File: config.mk
export PLATFORM = sky130hd
export DESIGN_NAME = alu_sequencer
export DESIGN_NICKNAME = d
export VERILOG_FILES = /design/src/rtl/alu_sequencer.sv
export SDC_FILE = /design/constraint.sdc
export NUM_CORES = 1
export LEC_CHECK = 0
export CORE_ASPECT_RATIO = 0.8
export CORE_MARGIN = 8
export CORE_UTILIZATION = 40
export CTS_BUF_LIST = sky130_fd_sc_hd__clkbuf_8
export CTS_CLUSTER_DIAMETER = 100
export DETAILED_ROUTE_END_ITERATION = 10
export HOLD_SLACK_MARGIN = 0.08
export PLACE_DENSITY = 0.88
export SKIP_CTS_REPAIR_TIMING = 1
export SLEW_MARGIN = 10
export SYNTH_ARGS = -nofsm -noshare
export SYNTH_HDL_FRONTEND = slang
export SYNTH_SLANG_ARGS = --single-unit
File: constraint.sdc
create_clock -name clk -period 1.27 [get_ports clk]
set_input_delay 0.1905 -clock clk [delete_from_list [all_inputs] [get_ports clk]]
set_output_delay 0.1905 -clock clk [all_outputs]
set_load 0.05 [all_outputs]
File: src/rtl/alu_sequencer.sv
// -----------------------------------------------------------------------------
// alu_sequencer
//
// Execute-stage controller for the shared 8-bit combinational ALU. Accepts one
// operation at a time on a valid/ready request channel, drives the ALU operand
// and opcode lines, captures the result and the architectural {N,Z,C,V} flag
// register, and returns the result on a valid/ready response channel.
// An 8x8 unsigned multiply is performed by iterating the ALU's ADD once per
// multiplier bit (shift-add).
//
// Build option:
//   SEQ_MUL_EN  defined   -> multi-cycle MUL datapath (op 6) is built.
//               undefined -> no multiply datapath; op 6 is passed to the ALU
//                            as a plain single-cycle operation.
//
// Parameters:
//   MUL_STEPS      shift-add iterations for MUL; equals the operand width.
//
// Ports:
//   clk, rst       clock (rising edge), synchronous active-high reset
//   req_valid/req_ready/req_op/req_a/req_b   request channel
//                  op: 0 ADD, 1 SUB, 2 AND, 3 OR, 4 XOR, 5 NOT, 6 MUL, 7 CMP
//   resp_valid/resp_ready/resp_lo/resp_hi    response channel
//   flags          architectural flag register {N,Z,C,V}
//   alu_a/alu_b/alu_op                       drive to the ALU
//   alu_result/alu_zero/alu_negative/alu_carry/alu_overflow   from the ALU
// -----------------------------------------------------------------------------
module alu_sequencer #(
    parameter int MUL_STEPS = 8
) (
    input  logic                 clk,
    input  logic                 rst,
    input  logic                 req_valid,
    output logic                 req_ready,
    input  logic [2:0]           req_op,
    input  logic [MUL_STEPS-1:0] req_a,
    input  logic [MUL_STEPS-1:0] req_b,
    output logic                 resp_valid,
    input  logic                 resp_ready,
    output logic [MUL_STEPS-1:0] resp_lo,
    output logic [MUL_STEPS-1:0] resp_hi,
    output logic [3:0]           flags,
    output logic [MUL_STEPS-1:0] alu_a,
    output logic [MUL_STEPS-1:0] alu_b,
    output logic [2:0]           alu_op,
    input  logic [MUL_STEPS-1:0] alu_result,
    input  logic                 alu_zero,
    input  logic                 alu_negative,
    input  logic                 alu_carry,
    input  logic                 alu_overflow
);

    localparam int W = MUL_STEPS;

    localparam logic [2:0] OP_ADD = 3'd0;
    localparam logic [2:0] OP_SUB = 3'd1;
    localparam logic [2:0] OP_CMP = 3'd7;

`ifdef SEQ_MUL_EN
    localparam logic [2:0] OP_MUL = 3'd6;
    localparam int         CW     = (W > 1) ? $clog2(W) : 1;

    typedef enum logic [1:0] {IDLE, EXEC, MUL_STEP, RESP} state_t;
`else
    typedef enum logic [1:0] {IDLE, EXEC, RESP} state_t;
`endif

    state_t         state;
    logic [2:0]     op_q;
    logic [W-1:0]   a_q;        // operand A; also the multiplicand during MUL
    logic [W-1:0]   b_q;

`ifdef SEQ_MUL_EN
    logic [W-1:0]   acc_hi;     // partial product, upper half
    logic [W-1:0]   acc_lo;     // remaining multiplier bits / product lower half
    logic [CW-1:0]  count;
    logic           step_c;
    logic [W-1:0]   step_s;
    logic [2*W-1:0] product;    // accumulator value after this cycle's step

    // One shift-add step: add the multiplicand only when the current
    // multiplier bit is set, then shift the 2W+1-bit {carry,sum,acc_lo} right.
    // NOTE: every always_comb output gets a default first so no path leaves a
    // signal unassigned, which would otherwise infer a latch.
    always_comb begin
        step_c = 1'b0;
        step_s = acc_hi;
        if (acc_lo[0]) begin
            step_c = alu_carry;
            step_s = alu_result;
        end
        product = {step_c, step_s, acc_lo[W-1:1]};
    end
`endif

    // ALU drive is combinational from state and latched operands so the ALU
    // result is usable in the same cycle; idle states park the lines at zero.
    always_comb begin
        alu_a  = '0;
        alu_b  = '0;
        alu_op = OP_ADD;
        case (state)
            EXEC: begin
                alu_a  = a_q;
                alu_b  = b_q;
                alu_op = (op_q == OP_CMP) ? OP_SUB : op_q;
            end
`ifdef SEQ_MUL_EN
            MUL_STEP: begin
                alu_a  = acc_hi;
                alu_b  = a_q;
                alu_op = OP_ADD;
            end
`endif
            default: ;
        endcase
    end

    // NOTE: all sequential state uses non-blocking assignments so every flop
    // samples pre-edge values regardless of statement order.
    always_ff @(posedge clk) begin
        if (rst) begin
            // NOTE: operand and accumulator registers are reset as well; they
            // are few, and it keeps the ALU lines and outputs defined from the
            // very first cycle.
            state      <= IDLE;
            req_ready  <= 1'b1;
            resp_valid <= 1'b0;
            resp_lo    <= '0;
            resp_hi    <= '0;
            flags      <= 4'b0000;
            op_q       <= '0;
            a_q        <= '0;
            b_q        <= '0;
`ifdef SEQ_MUL_EN
            acc_hi     <= '0;
            acc_lo     <= '0;
            count      <= '0;
`endif
        end else begin
            case (state)
                IDLE: begin
                    // req_ready is high throughout IDLE
                    if (req_valid) begin
                        op_q      <= req_op;
                        a_q       <= req_a;
                        b_q       <= req_b;
                        req_ready <= 1'b0;
`ifdef SEQ_MUL_EN
                        if (req_op == OP_MUL) begin
                            acc_hi <= '0;
                            acc_lo <= req_b;
                            count  <= '0;
                            state  <= MUL_STEP;
                        end else begin
                            state  <= EXEC;
                        end
`else
                        state     <= EXEC;
`endif
                    end
                end

                EXEC: begin
                    // CMP sets flags like SUB but returns operand A unchanged
                    resp_lo    <= (op_q == OP_CMP) ? a_q : alu_result;
                    resp_hi    <= '0;
                    flags      <= {alu_negative, alu_zero, alu_carry, alu_overflow};
                    resp_valid <= 1'b1;
                    state      <= RESP;
                end

`ifdef SEQ_MUL_EN
                MUL_STEP: begin
                    {acc_hi, acc_lo} <= product;
                    count            <= count + 1'b1;
                    // The last step's product goes straight to the response
                    // registers so RESP follows without an extra cycle.
                    if (count == CW'(W - 1)) begin
                        resp_lo    <= product[W-1:0];
                        resp_hi    <= product[2*W-1:W];
                        flags      <= {product[2*W-1], product == '0,
                                       product[2*W-1:W] != '0, 1'b0};
                        resp_valid <= 1'b1;
                        state      <= RESP;
                    end
                end
`endif

                RESP: begin
                    if (resp_ready) begin
                        resp_valid <= 1'b0;
                        req_ready  <= 1'b1;
                        state      <= IDLE;
                    end
                end

                default: state <= IDLE;
            endcase
        end
    end

endmodule

## After elaboration in Yosys (flattened, before gate mapping)

Index checks and enable logic that the tools add are counted.

| storage, ports and cells | value |
|---|---|
| output and inout port bits | 41 |
| bits in registers | 35 |

| cells by class | value |
|---|---|
| reductions and logical operators | 7 |
| equal/unequal tests | 5 |
| mux-type cells | 13 |

Operators by type and width:

| operator | number |
|---|---|
| 8-bit two-way mux | 3 |
| 3-bit two-way mux | 2 |
| 2-bit case mux with 3 select lines | 1 |
| 2-bit AND reduction | 3 |
| 2-bit two-way mux | 2 |
| 2-bit inequality test, second input constant | 2 |
| 1-bit case mux with 2 select lines | 2 |
| 2-bit nonzero test | 2 |
| 3-bit == test, second input constant | 1 |
| 1-bit two-way mux | 3 |
| 3-bit AND reduction | 1 |
| 2-bit by 1-bit == test with 1-bit output, second input constant | 1 |
| 2-bit == test, second input constant | 1 |
| 2-bit logical NOT | 1 |

## Longest topological paths before layout

| logic depth | value |
|---|---|
| depth in word-level cells | 3 |
| mapped depth | 4 |

## Least setup slack after synthesis

Ideal clock, no wire load.

| timing path | value |
|---|---|
| kind | reg-to-output |
| from | register state[0] |
| to | output port alu_a[2] |
| slack | -0.187 ns |
| cell stages (with the launch flop) | 4 |
| data arrival time | 1.266 ns |
| required time | 1.080 ns |
| cells stage by stage | dfxtp_1 > and2b_2 > clkbuf_1 > and2_1 |

| on the way | value |
|---|---|
| word-level cells in the longest chain between the ends | 2 |

RTL lines:

| item | line | source |
|---|---|---|
| start: declaration | 68 | `state_t state;` |
| start signal: assignment | 126 | `state <= IDLE;` |
| start signal: assignment | 159 | `state <= EXEC;` |
| start signal: assignment | 170 | `state <= RESP;` |
| 2-bit by 1-bit == test with 1-bit output | 102 | `case (state)` |
| 8-bit two-way mux | 102 |  |
| end: declaration | 43 | `output logic [MUL_STEPS-1:0] alu_a,` |

Every way passes these cells.

## Final worst setup path

| timing path | value |
|---|---|
| from | register state[1] |
| to | output port alu_op[2] |

| on the way | value |
|---|---|
| word-level cells in the longest chain between the ends | 2 |

RTL lines:

| item | line | source |
|---|---|---|
| 2-bit by 1-bit == test with 1-bit output | 102 |  |
| 3-bit two-way mux | 102 |  |
| end: declaration | 45 | `output logic [2:0] alu_op,` |

Every way passes these cells.

==> flow_summary.json <==
{
  "status": "complete, but fails checks",
  "violations": "negative setup slack",
  "worstPathArrival_ps": 1320,
  "gr-usage-all-layers_pct": 15.25,
  "synth-simple-area-share_pct": 28.34,
  "min_period_ps": 1513,
  "num_antenna_cells": 0,
  "postRouteAntennaNets": 0,
  "synthFlopType": "dfxtp_1",
  "fillCellCount": 274,
  "synth_area_per_cell_sq_um": 7.830,
  "syn2layout_area_growth_pct": 86.90,
  "synth_top_area_share_pct": 46.13,
  "drt_iter0_drc": 38,
  "ys_top_cells_by_area": "dfxtp_1 46%, nand2_1 14%, a21oi_1 11%",
  "final_cells": 317,
  "drv_slew": 0,
  "drive_gt1_share_pct": 32.23,
  "place_hpwl_mm": 3.480,
  "synth-xor-area-share_pct": 0,
  "ys_types": 23,
  "stdcell_area_sq_um": 2839,
  "synthesis.area_sq_um": 1519,
  "seq_area_sq_um": 701.9,
  "grt_overflow": 0,
  "worstSkewPairLatency_ps": 290,
  "worstSetupPathType": "reg2out",
  "ir_worst_vdd_mv": 0.7536,
  "synth-seq-area-share_pct": 46.13,
  "wirelength_mm": 4.676,
  "gp_congestion": 0.7515,
  "numCtsBuffers": 5,
  "cp-end-kind": "output pin",
  "core_area_sq_um": 3729,
  "io_pins": 76,
  "vias": 1521,
  "multi_input_area_sq_um": 783.3,
  "place_area_sq_um": 2676,
  "p_per_area_nw_per_um2": 1006,
  "yosysMostFrequentCell": "nand2_1",
  "min_path_type": "in2reg",
  "place_worst_setup_slack_ps": -217.8,
  "r2r-start": "state[1]$_SDFFE_PP0P_",
  "io_buffers": 67,
  "reg2reg_slack_ps": 10,
  "critPathRequiredTime_ps": 1080,
  "setup_ws_ps": -242.6,
  "synthArstFlopShare_pct": 0,
  "endpoint": "alu_op[2]",
  "yosysWarningCount": 0,
  "critPathMaxFanout": 5,
  "synth_top_cell_by_area": "dfxtp_1",
  "syn-instance-count": 194,
  "cts.htree.levels": 2,
  "fp.dieH_um": 71.12,
  "synthTopCellsByCount": "55 x nand2_1, 35 x dfxtp_1, 34 x a21oi_1",
  "via_per_inst": 4.798,
  "clkSinkCount": 35,
  "synth-edff-count": 0,
  "reg2regPathDepth": 5,
  "synth_top_family_by_area": "simple AND/OR/NAND/NOR gates",
  "p_leak_nw": 1.166,
  "fin_crit_sh_pct": 119.1,
  "grt_start_max_net_pins": 22,
  "r2r_end": "b_q[4]$_SDFFE_PP0P_",
  "synth.area.mux_share_pct": 0,
  "min_from": "req_a[4]",
  "synthAdderAreaFrac_pct": 0,
  "fin_nets": 308,
  "max_cap_viol_count": 0,
  "setup_viol": 19,
  "synth_compound_area_share_pct": 16.56,
  "start_util_pct": 40.74,
  "grt_first_pass_wirelength_mm": 7.169,
  "die_w_um": 84.90,
  "cp-startpoint": "state[1]$_SDFFE_PP0P_",
  "ys_seq_elements": 35,
  "detail_route.wl_per_cell_um": 14.75,
  "fin_skew_ps": 4.287,
  "cts_tree": "done",
  "cts.root.buffer_cell": "clkbuf_8",
  "antenna_found_initial": 0,
  "clockBufferDepth": 2,
  "grt_pass1_vias": 1537,
  "finalHoldViolations": 0,
  "start_kind": "flop",
  "path_clk_slew_ps": 70,
  "rows": 20,
  "fp.dieArea_sq_um": 6037,
  "rsz0062_at_grt": "true",
  "drcViolationCount": 0,
  "dr.pass1.iters": 4,
  "whs_ps": 443.7,
  "dp_cells": 308,
  "fmax_mhz": 661.1
}
critical path, stage by stage, from the launching register on:
cell and delay (ps):
dfxtp_2 320, and2b_2 260, buf_6 130, and3_4 190
buf_12 130
report_power, final:
part | switching, W | internal (W)
Combinational | 0.000409 | 0.000403
Clock | 0.000385 | 0.000425
Sequential | 0.0000614 | 0.00117
routing by layer:
metal  track usage [%]  wire length [um]  part of all wire, %
met5                 0                 0                    0
met4             5.906                65                  1.4
met3             9.722               502                   11
met2             24.32              2182                   47
met1             15.79              1925                   41
worst min path at each step:
stage,endpoint,cells past startpoint
2_1_floorplan,resp_valid$_SDFFE_PP0P_,1
3_3_place_gp,b_q[7]$_SDFFE_PP0P_,2
3_5_place_dp,b_q[2]$_SDFFE_PP0P_,2
4_1_cts,a_q[4]$_SDFFE_PP0P_,3
5_1_grt,flags[2]$_SDFFE_PP0P_,3
6_report,a_q[4]$_SDFFE_PP0P_,3
layout make-up:
class,instances,area share [%]
clock buffers,6,2.909
inverters,2,0.2644
well taps,44,1.939
repair buffers,85,42.40
multi-input cells,144,27.59
clock inverters,1,0.1763
flip-flops and latches,35,24.72
flip-flops by register name, indices dropped and copies added (netlist names):
signal	count
req_ready	1
a_q	8
op_q	3
state	2
b_q	8
resp_valid	1
flags	4
resp_lo	8
placed cells by master, fill, tap and decap left out:
cell type,count
nand2_1,55
buf_12,36
a21oi_1,34
dfxtp_1,34
clkdlybuf4s50_1,34
and2_4,17
nor2_1,8
conb_1,8
buf_4,8
clkbuf_8,6
buf_6,6
a211oi_1,5
a211oi_2,3
nand3_1,2
and3_4,2
inv_1,2
nor2_2,2
and2b_2,1
nor3b_4,1
or3b_4,1
nand2b_2,1
and3_2,1
nand2b_1,1
o21bai_1,1
a311oi_1,1
clkinv_2,1
buf_8,1
dfxtp_2,1
logic make-up (layout without fill, tap and decap cells):
logic type	after synthesis	in the layout
and+or+nand+nor	92	92
buffers and inverters	22	94
DFF	35	35
other	1	8
AOI/OAI and AO/OA	44	44
per-stage QoR:
stage               setup TNS, ps  util (%)  total power (W)
floorplan                  -197.9         -         0.001655
global placement            -3282     71.78         0.002016
detailed placement          -3743     71.78         0.002033
CTS                         -5954     74.13         0.002858
global route                -5449     76.14         0.002987
finish                      -4258     76.14         0.002857
Note: power is estimated with default switching activity, not from simulation.
